--- config.mk ---
export PLATFORM = sky130hd
export DESIGN_NAME = sap_control_sequencer
export DESIGN_NICKNAME = d
export VERILOG_FILES = /design/src/rtl/sap_control_sequencer.sv
export SDC_FILE = /design/constraint.sdc
export NUM_CORES = 1
export LEC_CHECK = 0
export CAP_MARGIN = 25
export CORE_AREA = 8 8 50 52
export CTS_CLUSTER_DIAMETER = 60
export DETAILED_ROUTE_END_ITERATION = 7
export DIE_AREA = 0 0 58 60
export HOLD_SLACK_MARGIN = 0.06
export PLACE_DENSITY = 0.68
export SKIP_CTS_REPAIR_TIMING = 1
export SYNTH_ARGS = -nofsm -noshare
export SYNTH_HDL_FRONTEND = slang
export SYNTH_SLANG_ARGS = --single-unit
--- constraint.sdc ---
create_clock -name clock -period 1.5 [get_ports clock]
set_input_delay 0.375 -clock clock [delete_from_list [all_inputs] [get_ports clock]]
set_output_delay 0.375 -clock clock [all_outputs]
set_load 0.005 [all_outputs]
--- src/rtl/sap_control_sequencer.sv ---
// Fetch/execute sequencer for the 8-bit SAP CPU: one-hot T1..T6 ring plus opcode decode into the bus control word.
// Optional macro SEQ_EARLY_END_EN: OUT/NOP retire after T4 and LDA after T5.
module sap_control_sequencer #(
    parameter int unsigned OPC_W  = 4,
    parameter int unsigned CTRL_W = 12
) (
    input  logic              clock,
    input  logic              input_clear,
    input  logic              input_run,
    input  logic [OPC_W-1:0]  input_opcode,
    output logic [CTRL_W-1:0] output_control,
    output logic [5:0]        output_t_state,
    output logic              output_halted
);

    typedef enum logic [5:0] {
        S_HALT = 6'b000000,
        S_T1   = 6'b000001,
        S_T2   = 6'b000010,
        S_T3   = 6'b000100,
        S_T4   = 6'b001000,
        S_T5   = 6'b010000,
        S_T6   = 6'b100000
    } t_state_e;

    localparam logic [OPC_W-1:0] OP_LDA = OPC_W'(4'b0000);
    localparam logic [OPC_W-1:0] OP_ADD = OPC_W'(4'b0001);
    localparam logic [OPC_W-1:0] OP_SUB = OPC_W'(4'b0010);
    localparam logic [OPC_W-1:0] OP_OUT = OPC_W'(4'b1110);
    localparam logic [OPC_W-1:0] OP_HLT = OPC_W'(4'b1111);

    // Control word bit map: Cp Ep Lm Er Li Ei La Ea Su Eu Lb Lo
    localparam logic [CTRL_W-1:0] C_EP_LM    = CTRL_W'(12'h600);
    localparam logic [CTRL_W-1:0] C_CP       = CTRL_W'(12'h800);
    localparam logic [CTRL_W-1:0] C_ER_LI    = CTRL_W'(12'h180);
    localparam logic [CTRL_W-1:0] C_EI_LM    = CTRL_W'(12'h240);
    localparam logic [CTRL_W-1:0] C_EA_LO    = CTRL_W'(12'h011);
    localparam logic [CTRL_W-1:0] C_ER_LA    = CTRL_W'(12'h120);
    localparam logic [CTRL_W-1:0] C_ER_LB    = CTRL_W'(12'h102);
    localparam logic [CTRL_W-1:0] C_EU_LA    = CTRL_W'(12'h024);
    localparam logic [CTRL_W-1:0] C_SU_EU_LA = CTRL_W'(12'h02C);

    t_state_e state;
    logic     halted;
    logic     is_lda;
    logic     is_alu;
    logic     is_mem;
    logic     is_out;
    logic     is_hlt;

    assign is_lda = (input_opcode == OP_LDA);
    assign is_alu = (input_opcode == OP_ADD) || (input_opcode == OP_SUB);
    assign is_mem = is_lda || is_alu;
    assign is_out = (input_opcode == OP_OUT);
    assign is_hlt = (input_opcode == OP_HLT);

    // Ring sequencer and sticky halt; clear overrides everything including halt.
    always_ff @(posedge clock) begin
        if (input_clear) begin
            state  <= S_T1;
            halted <= 1'b0;
        end else if (input_run && !halted) begin
            case (state)
                S_T1: state <= S_T2;
                S_T2: state <= S_T3;
                S_T3: state <= S_T4;
                S_T4: begin
                    if (is_hlt) begin
                        state  <= S_HALT;
                        halted <= 1'b1;
`ifdef SEQ_EARLY_END_EN
                    end else if (!is_mem) begin
                        state <= S_T1;
`endif
                    end else begin
                        state <= S_T5;
                    end
                end
`ifdef SEQ_EARLY_END_EN
                S_T5:    state <= is_lda ? S_T1 : S_T6;
`else
                S_T5:    state <= S_T6;
`endif
                S_T6:    state <= S_T1;
                default: state <= S_T1;
            endcase
        end
    end

    // Decode; T1..T3 deliberately ignore the opcode so IR settling cannot glitch fetch.
    always_comb begin
        output_control = '0;
        if (input_run && !halted) begin
            case (state)
                S_T1: output_control = C_EP_LM;
                S_T2: output_control = C_CP;
                S_T3: output_control = C_ER_LI;
                S_T4: begin
                    if (is_mem)      output_control = C_EI_LM;
                    else if (is_out) output_control = C_EA_LO;
                end
                S_T5: begin
                    if (is_lda)      output_control = C_ER_LA;
                    else if (is_alu) output_control = C_ER_LB;
                end
                S_T6: begin
                    if (input_opcode == OP_ADD)      output_control = C_EU_LA;
                    else if (input_opcode == OP_SUB) output_control = C_SU_EU_LA;
                end
                default: output_control = '0;
            endcase
        end
    end

    assign output_t_state = state;
    assign output_halted  = halted;

endmodule

==> results of run 1 <==
[worst max-delay path by stage]
| stage | cells after the start | from | to | slack (ns) |
|---|---|---|---|---|
| global placement | 6 | input_opcode[1] | output_control[8] | -0.86 |
| detailed placement | 6 | input_run | output_control[7] | -0.88 |
| global route | 8 | output_t_state[4] | output_control[9] | -0.61 |
| floorplan | 4 | output_t_state[0] | output_control[4] | -0.15 |
| CTS | 6 | input_run | output_control[7] | -0.89 |
| finish | 8 | output_t_state[4] | output_control[9] | -0.57 |
[area by class of cell]
| cell class | count | area, µm² |
|---|---|---|
| Timing Repair Buffer | 68 | 579.3 |
| Multi-Input combinational cell | 61 | 518.0 |
| Fill cell | 135 | 483.0 |
| Sequential cell | 7 | 161.4 |
| Clock buffer | 4 | 26.28 |
| Tap cell | 18 | 22.52 |
| Inverter | 3 | 11.26 |
[per-layer routing]
layer  vias up  global-route usage  share of wire
li1        411                   -              -
met1       401              0.1317           0.36
met2        51              0.2166           0.52
met3        17             0.03656          0.069
met4         0             0.05944          0.046
met5         -                   0              0
[power by group]
group | total, mW | switching [mW] | internal [mW] | leakage, nW
logic | 0.253 | 0.113 | 0.140 | 0.646
clock network | 0.176 | 0.0742 | 0.102 | 0.0150
registers | 0.197 | 0.0104 | 0.187 | 0.0610
total | 0.626 | 0.198 | 0.428 | 0.722
[stage by stage]
step / instances / setup TNS (ns) / setup slack, ns / total power, mW
after detailed placement: 144 / -10.79 / -0.8820 / 0.3881
after floorplan: 75 / -0.1539 / -0.1539 / 0.2739
after CTS: 148 / -11.29 / -0.8926 / 0.5618
after global routing: 161 / -4.954 / -0.6100 / 0.6533
final: 161 / -4.232 / -0.5672 / 0.6263
after global placement: 144 / -10.51 / -0.8638 / 0.3866
[layout by cell type (no fill, tap or decap), drive strengths merged]
cell type      count
xor2               1
clkdlybuf4s50      1
nor3b              3
nand4              2
o211ai             1
nor2               8
nand2b             1
dfxtp              7
a32oi              1
nor2b              6
buf               54
o2111ai            2
and3               1
nor3               1
a21oi              8
o311a              1
nand4b             1
and4               1
and2b              1
nand3              8
nand2              8
nor4               3
a211oi             1
inv                3
a41oi              1
o21ai              1
clkbuf             7
dlymetal6s2s      10
[kinds of logic after synthesis]
logic type                after synthesis
and+or+nand+nor                        44
AOI/OAI and AO/OA                      16
DFF                                     7
buffers and inverters                   7
xor gates and xnor gates                1
[worst max-delay path, stage by stage (launching register included)]
cell	delay, ns
sky130_fd_sc_hd__dfxtp_4	0.36
sky130_fd_sc_hd__buf_6	0.12
sky130_fd_sc_hd__nor4_4	0.27
sky130_fd_sc_hd__buf_4	0.18
sky130_fd_sc_hd__buf_6	0.10
sky130_fd_sc_hd__buf_6	0.10
sky130_fd_sc_hd__nand2_4	0.04
sky130_fd_sc_hd__a21oi_2	0.14
sky130_fd_sc_hd__buf_2	0.12
[flip-flops by register name (all words and copies together), names as in the netlist]
| signal | flops |
|---|---|
| output_t_state | 6 |
| output_halted | 1 |
==> impl_results.md, run 1 <==
* Fraction of layout instances using a drive strength above 1 at 0.6643
* Power per cell area at 474.9 nW/µm²
* Number of violations reported at the end of detailed-routing iteration 0 at 39
* Portion of synthesized cell area occupied by the leading cell type at 0.2483
* Dpl cell area at 1055 µm²
* Wire length of the first global-routing pass at 3394 µm
* Finished layout cell area at 1319 µm²
* Slew @ Worst Pin at 0.4046 ns
* Num CTS Buffers at 3
* Time the worst path needs with I/O delays and setup at 2.067 ns
* Ys Warns at 0
* Maximum capacitance violations at 0
* Relative slew slack at 0.7297
* Reg-to-reg critical path startpoint: output_t_state[4]
* Sequential element share of the synthesized area at 0.2483
* Area of the mapped netlist at 564.3 µm²
* Final net count at 151
* Worst hold path stage count at 4
* Startpoint class of the critical path: flop
* Hold Path Sink: output_halted
* Main combinational cell family by area after synthesis: simple AND/OR/NAND/NOR gates
* Layout-stage area growth over the synthesis result at 133.7%
* Vias per cell at 5.466
* Worst Setup Slack, final at -0.5672 ns
* Final routed wire length divided by cell count at 17.37 µm
* Number of global-route vias before repair at 782
* Endpoint arrival time on the critical path at 1.69 ns
* First-pass iteration count of the detailed router at 4
* Top cells by instance count after synthesis: sky130_fd_sc_hd__nand3_1 (8), sky130_fd_sc_hd__nor2_1 (8), sky130_fd_sc_hd__a21oi_1 (7), sky130_fd_sc_hd__dfxtp_1 (7), sky130_fd_sc_hd__nand2_1 (7)
* Most common flop cell mapped by yosys: sky130_fd_sc_hd__dfxtp_1
* Effective utilization at floorplan at 0.3132
* Synth Area in Simple Gates at 0.4767
* Global route total overflow at 0
* VDD IR-drop max at 0.3892 mV
* Top cell type by total area after synthesis: sky130_fd_sc_hd__dfxtp_1
* Setup clock skew after layout at 0.001457 ns
* Antenna violations before repair at 0
* Flops & latches, synth at 7
* Synthesized-area fraction occupied by xor and xnor cells at 0.01552
* H-tree level count at 1
* DRC at 0
* Maximum clock path buffer count at 2
* Hold Fails Final Rpt at 0
* Adder and majority gate portion of the synthesized area at 0
* Leakage at 0.7224 nW
* Highest fanout seen on the critical path at 5
* Number of antenna repair diodes at 0
* Routability Congestion at 0.9113
* Synthesized-area fraction occupied by ao, oa, aoi and oai cells at 0.1929
* Run status: finished with violations
* Total GRT Usage at 0.1232
* Final Hold Slack at 0.5790 ns
* Clock sinks at 7
* Vertical die dimension at 60 µm
* R2R Path End: output_t_state[0]
* Remaining antenna violation count after routing at 0
* Detailed placer's ending HPWL at 1632 µm
* Worst Setup End Kind: output pin
* Class of the most critical hold timing path: in2reg
* Die Outline Area at 3480 µm²
* Setup violators final at 13
* Req. time, crit path at 1.12 ns
* Unrepaired setup endpoints after global routing: true
* Worst reg2reg setup slack at -0.24 ns
* Number of cells traversed by the worst register-to-register path at 8
* Routed vias at 880
* Number of flops mapped to enable cells by yosys at 0
* Average cell area after synthesis at 7.524 µm²
* Largest cells by area after synthesis: sky130_fd_sc_hd__dfxtp_1 (25%), sky130_fd_sc_hd__nor4_4 (7.5%), sky130_fd_sc_hd__nand3_1 (7.1%)
* TritonCTS clock tree: built
* Violations in the final reports: negative setup slack
* Row Count at 16
* Worst setup path category: reg2out
* Placeable core area at 1802 µm²
* Synth Net Count at 82
* Count of cell types in the netlist at 31
* Share of the core filled with cells at 0.7319
* Source-to-sink clock delay at the later pin of the worst-skew pair at 0.25 ns
* Wirelength, routed at 2796 µm
* Hold path startpoint: input_run
* I/O pin count at 26
* Period utilization at 1.378
* Clock tree root driver cell: sky130_fd_sc_hd__clkbuf_4
* Die Width at 58 µm
* Largest net degree at the start of global routing at 8
* Final-report max-slew violation count at 0
* Post-synth ARST share at 0
* Gate count after technology mapping at 75
* Clock-pin slew reported for the worst setup and hold paths after clock tree synthesis at 0.05 ns
* Share of synthesized area spent on multiplexers at 0
* Achievable frequency at 483.7 MHz
* Port-buffer cells at 25
Note: power is estimated with default switching activity, not from simulation.
==> run 2, diff against run 1 <==
--- a/config.mk
+++ b/config.mk
@@ -13,6 +13,7 @@
 export HOLD_SLACK_MARGIN = 0.06
 export PLACE_DENSITY = 0.68
 export SKIP_CTS_REPAIR_TIMING = 1
+export SLEW_MARGIN = 20
 export SYNTH_ARGS = -nofsm -noshare
 export SYNTH_HDL_FRONTEND = slang
 export SYNTH_SLANG_ARGS = --single-unit
==> results of run 2 <==
The final DEF is identical to that of run 1; final timing and power are the same.
